File: src/rtl/sha_pkg.sv
// Shared types and width helpers for the SHA-256 message-block read path.
package sha_pkg;

    localparam int unsigned DEFAULT_WORDS_PER_BLOCK = 16;

    typedef enum logic [1:0] {
        ST_IDLE     = 2'd0,
        ST_READ     = 2'd1,
        ST_WAIT_ACK = 2'd2,
        ST_FINISH   = 2'd3
    } seq_state_e;

    // Index width that never collapses to zero bits.
    function automatic int unsigned idx_width(input int unsigned n);
        return (n > 1) ? $clog2(n) : 1;
    endfunction

    function automatic int unsigned word_idx_width(input int unsigned words_per_block);
        return idx_width(words_per_block);
    endfunction

    function automatic int unsigned block_idx_width(input int unsigned max_blocks);
        return idx_width(max_blocks);
    endfunction

    function automatic int unsigned count_width(input int unsigned max_blocks);
        return $clog2(max_blocks + 1);
    endfunction

endpackage

File: src/rtl/sha_block_sequencer_if.sv
// Control, memory-read and word-delivery signals of the block sequencer.
interface sha_block_sequencer_if
    import sha_pkg::*;
#(
    parameter int unsigned WORDS_PER_BLOCK = DEFAULT_WORDS_PER_BLOCK,
    parameter int unsigned MAX_BLOCKS      = 8,
    parameter int unsigned ADDR_WIDTH      = $clog2(WORDS_PER_BLOCK * MAX_BLOCKS)
) ();

    localparam int unsigned BW     = count_width(MAX_BLOCKS);
    localparam int unsigned WIDX_W = word_idx_width(WORDS_PER_BLOCK);
    localparam int unsigned BIDX_W = block_idx_width(MAX_BLOCKS);

    logic                  start;
    logic                  abort;
    logic [BW-1:0]         num_blocks;
    logic [ADDR_WIDTH-1:0] base_address;
    logic                  block_ack;
    logic                  mem_read_en;
    logic [ADDR_WIDTH-1:0] mem_read_address;
    logic                  word_valid;
    logic [WIDX_W-1:0]     word_index;
    logic [BIDX_W-1:0]     block_index;
    logic                  first_word;
    logic                  last_word;
    logic                  last_block;
    logic                  busy;
    logic                  done;

    modport master (
        input  start, abort, num_blocks, base_address, block_ack,
        output mem_read_en, mem_read_address, word_valid, word_index, block_index,
               first_word, last_word, last_block, busy, done
    );

    modport slave (
        output start, abort, num_blocks, base_address, block_ack,
        input  mem_read_en, mem_read_address, word_valid, word_index, block_index,
               first_word, last_word, last_block, busy, done
    );

endinterface

File: src/rtl/sha_latency_pipe.sv
// Valid/tag delay line matching RAM read latency; DEPTH of zero is a bypass.
module sha_latency_pipe #(
    parameter int unsigned DEPTH = 1,
    parameter int unsigned TAG_W = 8
) (
    input  logic             clock,
    input  logic             reset,
    input  logic             clear,
    input  logic             in_valid,
    input  logic [TAG_W-1:0] in_tag,
    output logic             out_valid,
    output logic [TAG_W-1:0] out_tag,
    output logic             empty
);

    generate
        if (DEPTH == 0) begin : g_bypass
            logic unused_c;
            assign unused_c  = ^{clock, reset, clear};
            assign out_valid = in_valid;
            assign out_tag   = in_tag;
            assign empty     = 1'b1;
        end else begin : g_shift
            logic [DEPTH-1:0]            valid_q, valid_d;
            logic [DEPTH-1:0][TAG_W-1:0] tag_q, tag_d;

            always_comb begin
                valid_d    = valid_q;
                tag_d      = tag_q;
                valid_d[0] = in_valid;
                tag_d[0]   = in_tag;
                for (int i = 1; i < int'(DEPTH); i++) begin
                    valid_d[i] = valid_q[i-1];
                    tag_d[i]   = tag_q[i-1];
                end
                if (clear) begin
                    valid_d = '0;
                    tag_d   = '0;
                end
            end

            always_ff @(posedge clock) begin
                if (reset) begin
                    valid_q <= '0;
                    tag_q   <= '0;
                end else begin
                    valid_q <= valid_d;
                    tag_q   <= tag_d;
                end
            end

            assign out_valid = valid_q[DEPTH-1];
            assign out_tag   = tag_q[DEPTH-1];
            assign empty     = ~|valid_q;
        end
    endgenerate

endmodule

File: src/rtl/sha_block_sequencer.sv
// Walks the message blocks in buffer RAM, one word read per cycle, and tags
// returning words for the compression core; waits for block_ack between blocks.
module sha_block_sequencer
    import sha_pkg::*;
#(
    parameter int unsigned WORDS_PER_BLOCK = DEFAULT_WORDS_PER_BLOCK,
    parameter int unsigned MAX_BLOCKS      = 8,
    parameter int unsigned ADDR_WIDTH      = $clog2(WORDS_PER_BLOCK * MAX_BLOCKS),
    parameter int unsigned MEM_LATENCY     = 1
) (
    input  logic                  clock,
    input  logic                  reset,
    sha_block_sequencer_if.master bus
);

    localparam int unsigned BW     = count_width(MAX_BLOCKS);
    localparam int unsigned WIDX_W = word_idx_width(WORDS_PER_BLOCK);
    localparam int unsigned BIDX_W = block_idx_width(MAX_BLOCKS);
    localparam int unsigned TAG_W  = WIDX_W + BIDX_W + 3;

    seq_state_e            state_q, state_d;
    logic [WIDX_W-1:0]     word_q, word_d;
    logic [BIDX_W-1:0]     block_q, block_d;
    logic [BW-1:0]         nblk_q, nblk_d;
    logic [ADDR_WIDTH-1:0] base_q, base_d;

    logic                  rd_en_c;
    logic                  final_block_c;
    logic                  last_word_c;
    logic                  pipe_empty_c;
    logic [ADDR_WIDTH-1:0] rd_addr_c;
    logic [TAG_W-1:0]      tag_in_c;
    logic [TAG_W-1:0]      tag_out_c;
    logic                  valid_out_c;

    assign rd_en_c       = (state_q == ST_READ);
    assign final_block_c = (BW'(block_q) == nblk_q - BW'(1));
    assign last_word_c   = (word_q == WIDX_W'(WORDS_PER_BLOCK - 1));
    // Block stride is a power of two, so block/word concatenate into the offset.
    assign rd_addr_c     = base_q + ADDR_WIDTH'({block_q, word_q});
    assign tag_in_c      = rd_en_c ? {word_q, block_q, (word_q == '0), last_word_c, final_block_c}
                                   : '0;

    always_comb begin
        state_d = state_q;
        word_d  = word_q;
        block_d = block_q;
        nblk_d  = nblk_q;
        base_d  = base_q;
        unique case (state_q)
            ST_IDLE: begin
                if (bus.start) begin
                    nblk_d  = (bus.num_blocks > BW'(MAX_BLOCKS)) ? BW'(MAX_BLOCKS) : bus.num_blocks;
                    base_d  = bus.base_address;
                    word_d  = '0;
                    block_d = '0;
                    state_d = (bus.num_blocks == '0) ? ST_FINISH : ST_READ;
                end
            end
            ST_READ: begin
                word_d = word_q + WIDX_W'(1);
                if (last_word_c) begin
                    state_d = ST_WAIT_ACK;
                end
            end
            ST_WAIT_ACK: begin
                // An ack before the last word has left the pipe is dropped.
                if (bus.block_ack && pipe_empty_c) begin
                    if (final_block_c) begin
                        state_d = ST_FINISH;
                    end else begin
                        block_d = block_q + BIDX_W'(1);
                        word_d  = '0;
                        state_d = ST_READ;
                    end
                end
            end
            ST_FINISH: begin
                state_d = ST_IDLE;
            end
            default: begin
                state_d = ST_IDLE;
            end
        endcase
        if (bus.abort) begin
            state_d = ST_IDLE;
            word_d  = '0;
            block_d = '0;
        end
    end

    always_ff @(posedge clock) begin
        if (reset) begin
            state_q <= ST_IDLE;
            word_q  <= '0;
            block_q <= '0;
            nblk_q  <= '0;
            base_q  <= '0;
        end else begin
            state_q <= state_d;
            word_q  <= word_d;
            block_q <= block_d;
            nblk_q  <= nblk_d;
            base_q  <= base_d;
        end
    end

    sha_latency_pipe #(
        .DEPTH (MEM_LATENCY),
        .TAG_W (TAG_W)
    ) u_pipe (
        .clock     (clock),
        .reset     (reset),
        .clear     (bus.abort),
        .in_valid  (rd_en_c),
        .in_tag    (tag_in_c),
        .out_valid (valid_out_c),
        .out_tag   (tag_out_c),
        .empty     (pipe_empty_c)
    );

    assign bus.mem_read_en      = rd_en_c;
    assign bus.mem_read_address = rd_en_c ? rd_addr_c : '0;
    assign bus.word_valid       = valid_out_c;
    assign {bus.word_index, bus.block_index, bus.first_word, bus.last_word, bus.last_block} = tag_out_c;
    assign bus.busy             = (state_q != ST_IDLE);
    assign bus.done             = (state_q == ST_FINISH);

endmodule

File: src/flat_wrapper.sv
// flat-port wrapper written by rule: the top's interface ports become plain ports
module sha_block_sequencer_flat import sha_pkg::*;
#(
    parameter int unsigned WORDS_PER_BLOCK = DEFAULT_WORDS_PER_BLOCK,
    parameter int unsigned MAX_BLOCKS      = 8,
    parameter int unsigned ADDR_WIDTH      = $clog2(WORDS_PER_BLOCK * MAX_BLOCKS),
    parameter int unsigned MEM_LATENCY     = 1
)
  (clock, reset, bus_start, bus_abort, bus_num_blocks, bus_base_address, bus_block_ack, bus_mem_read_en, bus_mem_read_address, bus_word_valid, bus_word_index, bus_block_index, bus_first_word, bus_last_word, bus_last_block, bus_busy, bus_done);
  sha_block_sequencer_if #(.WORDS_PER_BLOCK(WORDS_PER_BLOCK), .MAX_BLOCKS(MAX_BLOCKS), .ADDR_WIDTH(ADDR_WIDTH)) bus_i ();
  input  logic clock;
  input  logic reset;
  input wire logic [$bits(bus_i.start)-1:0] bus_start;
  input wire logic [$bits(bus_i.abort)-1:0] bus_abort;
  input wire logic [$bits(bus_i.num_blocks)-1:0] bus_num_blocks;
  input wire logic [$bits(bus_i.base_address)-1:0] bus_base_address;
  input wire logic [$bits(bus_i.block_ack)-1:0] bus_block_ack;
  output wire logic [$bits(bus_i.mem_read_en)-1:0] bus_mem_read_en;
  output wire logic [$bits(bus_i.mem_read_address)-1:0] bus_mem_read_address;
  output wire logic [$bits(bus_i.word_valid)-1:0] bus_word_valid;
  output wire logic [$bits(bus_i.word_index)-1:0] bus_word_index;
  output wire logic [$bits(bus_i.block_index)-1:0] bus_block_index;
  output wire logic [$bits(bus_i.first_word)-1:0] bus_first_word;
  output wire logic [$bits(bus_i.last_word)-1:0] bus_last_word;
  output wire logic [$bits(bus_i.last_block)-1:0] bus_last_block;
  output wire logic [$bits(bus_i.busy)-1:0] bus_busy;
  output wire logic [$bits(bus_i.done)-1:0] bus_done;
  assign bus_i.start = bus_start;
  assign bus_i.abort = bus_abort;
  assign bus_i.num_blocks = bus_num_blocks;
  assign bus_i.base_address = bus_base_address;
  assign bus_i.block_ack = bus_block_ack;
  assign bus_mem_read_en = bus_i.mem_read_en;
  assign bus_mem_read_address = bus_i.mem_read_address;
  assign bus_word_valid = bus_i.word_valid;
  assign bus_word_index = bus_i.word_index;
  assign bus_block_index = bus_i.block_index;
  assign bus_first_word = bus_i.first_word;
  assign bus_last_word = bus_i.last_word;
  assign bus_last_block = bus_i.last_block;
  assign bus_busy = bus_i.busy;
  assign bus_done = bus_i.done;
  sha_block_sequencer #(.WORDS_PER_BLOCK(WORDS_PER_BLOCK), .MAX_BLOCKS(MAX_BLOCKS), .ADDR_WIDTH(ADDR_WIDTH), .MEM_LATENCY(MEM_LATENCY)) u_core (.clock(clock), .reset(reset), .bus(bus_i));
endmodule
File: config.mk
export PLATFORM = sky130hd
export DESIGN_NAME = sha_block_sequencer_flat
export DESIGN_NICKNAME = d
export VERILOG_FILES = /design/src/rtl/sha_pkg.sv /design/src/rtl/sha_block_sequencer_if.sv /design/src/rtl/sha_latency_pipe.sv /design/src/rtl/sha_block_sequencer.sv /design/src/flat_wrapper.sv
export SDC_FILE = /design/constraint.sdc
export NUM_CORES = 1
export LEC_CHECK = 0
export ABC_AREA = 1
export ABC_CLOCK_PERIOD_IN_PS = 2570
export CAP_MARGIN = 20
export CORE_ASPECT_RATIO = 1.1
export CORE_MARGIN = 2
export CORE_UTILIZATION = 25
export CTS_CLUSTER_DIAMETER = 200
export DETAILED_ROUTE_END_ITERATION = 7
export GPL_TIMING_DRIVEN = 0
export HOLD_SLACK_MARGIN = 0.03
export PLACE_DENSITY = 0.45
export SETUP_SLACK_MARGIN = 0.3
export SYNTH_ARGS = -nofsm -noshare
export SYNTH_HDL_FRONTEND = slang
export SYNTH_HIERARCHICAL = 1
export SYNTH_SLANG_ARGS = --single-unit
File: constraint.sdc
create_clock -name clock -period 2.57 [get_ports clock]
set_input_delay 0.771 -clock clock [delete_from_list [all_inputs] [get_ports clock]]
set_output_delay 0.771 -clock clock [all_outputs]
set_load 0.02 [all_outputs]
==> results.yml <==
clock_network:
  insertion_delay_ns: 0.28
  clock_slew_seen_by_the_registers_of_the_worst_setup_and_hold_paths_ns: 0.07
  tritoncts: "yes"
  clockRootBuffer: "sky130_fd_sc_hd__clkbuf_8"
  holdBufCountCts: 0
  cts-buffers-inserted: 5
  cts_sinks: 31
  h-tree-depth: 2
  cts_buffer_depth: 2
yosys:
  yosysWarningCount: 6
  synth.cell_area_um2: 1740
  synth.avg_cell_area_um2: 7.15
  synth_seq_area_share: 0.357
  synth_net_count: 270
  yosys.cell_types.count: 27
  syn-instance-count: 243
  synth-seq-cells: 31
global_routing:
  largest_net_degree_at_the_start_of_global_routing: 12
  grt.total_usage: 0.114
  gr-total-overflow: 0
  antenna_violations_before_repair: 0
  via_count_of_the_first_global_routing_pass: 1495
  grt_pass1_wl_mm: 6.93
critical_path:
  regToRegSetupSlack_ns: 0.95
  worst_r2r_startpoint: "u_core/nblk_q[0]"
  worst-setup-path-type: "register to primary output"
  required_ns: 1.80
  cp_max_fo: 2
  r2r_cells: 10
  startpoint_type: "register"
  endpoint_kind: "primary output"
  capture_point_of_the_worst_reg_to_reg_path: "u_core/block_q[0]"
  crit_arrival_ns: 1.87
timing:
  timing.final.crit_share: 1.03
  slew-limit-headroom: 0.645
  report.final.setup_viol: 2
  fin_skew_ns: 0.00510
  actual_slew_at_the_worst_max_slew_pin_ns: 0.532
  fin_worst_hold_slack_ns: 0.467
  fmax_ghz: 0.379
  tmin_final_ns: 2.64
  layout_setup_ws_ns: -0.0705
  maxSlewViolCount: 0
  unrepaired_setup_endpoints_after_global_routing: "true"
  final-hold-violation-count: 0
placement:
  portBuffers: 36
  pre_cts_ws_ns: -0.370
  gp_congestion: 0.743
  place_hpwl_mm: 3.06
floorplanning:
  design.die.area_um2: 7640
  dieHeight_um: 91.4
  top_level_ports: 37
  core.rowCount: 31
  floorplan.die.width_um: 83.5
  start_util: 0.261
  floorplan.core_area_um2: 6670
drt:
  drc_errors: 0
  routed_wire_length_per_instance_um: 10.6
  detailedRoute.firstPassIterationCount: 4
  drt_wl_total_mm: 4.01
  drtAntennaViolNets: 0
  drt_iter0_drc: 63
  vias_per_cell: 4.13
  vias: 1556
layout:
  fraction_of_layout_instances_using_a_drive_strength_above_1: 0.271
  mostFrequentLayoutCell: "sky130_fd_sc_hd__nand2_1"
  mostFrequentLayoutCells: "sky130_fd_sc_hd__nand2_1, sky130_fd_sc_hd__inv_1, sky130_fd_sc_hd__clkdlybuf4s50_1"
  flow.area_growth_from_synthesis_pct: 41.3
  insertedDiodeCount: 0
  nets: 321
power_and_ir_drop:
  irDropWorstVdd_mv: 0.217
  pwr_density_cell_nw_per_um2: 459
  p_leak_nw: 1.03
hold_path:
  hold-path-endpoint: "u_core/base_q[5]"
  hold-path-cell-count: 2
  min_from: "u_core/base_q[5]"
  min_path_type: "register to register"
status:
  failed_checks: "setup timing"
  outcome: "finished with violations"
flow_run:
  max_cap_violations: 0
stage by stage:
step,setup TNS [ns],std cells,area [µm²],util,total power [mW]
2_1_floorplan,0,243,1770,-,0.639
3_3_place_gp,-1.22,361,2230,0.335,0.704
3_5_place_dp,-1.04,361,2230,0.335,0.705
4_1_cts,-0.0949,375,2430,0.364,1.15
5_1_grt,-0.438,377,2450,0.368,1.18
6_report,-0.0832,377,2450,0.368,1.13
timing repair:
item | 4_1_cts | 5_1_grt
resized for setup | 58 | 5
setup buffers | 6 | 2
gates cloned | 0 | 0
pin swaps | 9 | 7
endpoints found under the setup margin | 10 | 9
final cells by class:
class | count | area (µm²)
Tap cell | 82 | 103
Clock buffer | 8 | 100
Buffer | 5 | 45.0
Inverter | 44 | 165
Sequential cell | 31 | 637
Multi-Input combinational cell | 163 | 993
Timing Repair Buffer | 44 | 412
Fill cell | 763 | 4220
kinds of logic (layout without fill, tap and decap cells):
kind of cell             Yosys count  in the layout  synth area share
adder cells (fa/ha/maj)           11             11            0.0835
XOR/XNOR                           3              3            0.0151
AND/OR/NAND/NOR                  117            117             0.325
AO/OA/AOI/OAI                     32             32             0.104
flip-flops                        31             31             0.357
buffers and inverters             49            101             0.115
cells in the mapped netlist:
master	count	area, µm²
sky130_fd_sc_hd__fa_1	1	20.0
sky130_fd_sc_hd__dfxtp_1	31	621
sky130_fd_sc_hd__nand2_1	52	195
sky130_fd_sc_hd__or2_2	1	6.26
sky130_fd_sc_hd__nor2_1	25	93.8
sky130_fd_sc_hd__nand2_2	4	25.0
sky130_fd_sc_hd__buf_2	1	5.00
sky130_fd_sc_hd__a211oi_2	2	25.0
sky130_fd_sc_hd__o21ai_0	1	5.00
sky130_fd_sc_hd__o21ai_1	3	15.0
sky130_fd_sc_hd__nor2_2	12	75.1
sky130_fd_sc_hd__buf_6	2	22.5
sky130_fd_sc_hd__xor2_1	2	17.5
sky130_fd_sc_hd__nor3_1	2	10.0
sky130_fd_sc_hd__nand3_1	10	50.1
sky130_fd_sc_hd__xnor2_1	1	8.76
sky130_fd_sc_hd__nand4_1	4	25.0
sky130_fd_sc_hd__a22oi_1	1	7.51
sky130_fd_sc_hd__clkbuf_1	2	7.51
sky130_fd_sc_hd__ha_1	10	125
sky130_fd_sc_hd__a211oi_1	1	7.51
sky130_fd_sc_hd__nor2_4	4	45.0
sky130_fd_sc_hd__inv_1	39	146
sky130_fd_sc_hd__inv_2	5	18.8
sky130_fd_sc_hd__nand3_4	1	17.5
sky130_fd_sc_hd__a21oi_1	24	120
sky130_fd_sc_hd__nand2_4	2	22.5
metal layers:
metal / global-route usage / part of all wire
met5: 0 / 0
met3: 0.0327 / 0.046
met1: 0.143 / 0.48
met2: 0.185 / 0.46
met4: 0.0403 / 0.013
critical path, cell delays in order (launching register included):
cell                      delay, ns
sky130_fd_sc_hd__dfxtp_2       0.37
sky130_fd_sc_hd__ha_4          0.14
sky130_fd_sc_hd__inv_2         0.03
sky130_fd_sc_hd__fa_2          0.32
sky130_fd_sc_hd__inv_2         0.07
sky130_fd_sc_hd__nand3_2       0.06
sky130_fd_sc_hd__nand2_2       0.08
sky130_fd_sc_hd__nand2_2       0.06
sky130_fd_sc_hd__nand2_2       0.07
sky130_fd_sc_hd__a21oi_2       0.06
sky130_fd_sc_hd__nand2_1       0.07
sky130_fd_sc_hd__nand2_2       0.07
sky130_fd_sc_hd__nor2_4        0.08
sky130_fd_sc_hd__buf_6         0.11
registers in the layout, summed over array words and instances (netlist names):
register and flops:
u_core/u_pipe/out_valid 1, u_core/base_q 7, u_core/nblk_q 4, u_core/state_q 2, u_core/block_q 3, u_core/u_pipe/out_tag 10
u_core/word_q 4
worst max path at each step:
stage,end,depth (start not counted),from,slack [ns]
floorplan,bus_mem_read_address[6],12,u_core/word_q[0],0.30
global placement,bus_mem_read_address[6],12,u_core/word_q[1],-0.38
detailed placement,bus_mem_read_address[6],12,u_core/word_q[1],-0.37
CTS,bus_mem_read_address[6],13,u_core/base_q[0],-0.09
global route,bus_mem_read_address[6],13,u_core/base_q[0],-0.19
finish,bus_mem_read_address[6],13,u_core/base_q[0],-0.07
where the power goes:
group	switching (mW)	internal, mW
clock	0.184	0.244
combinational	0.108	0.0826
sequential	0.0143	0.494
total	0.306	0.821
Power figures use the tool's default switching activity.
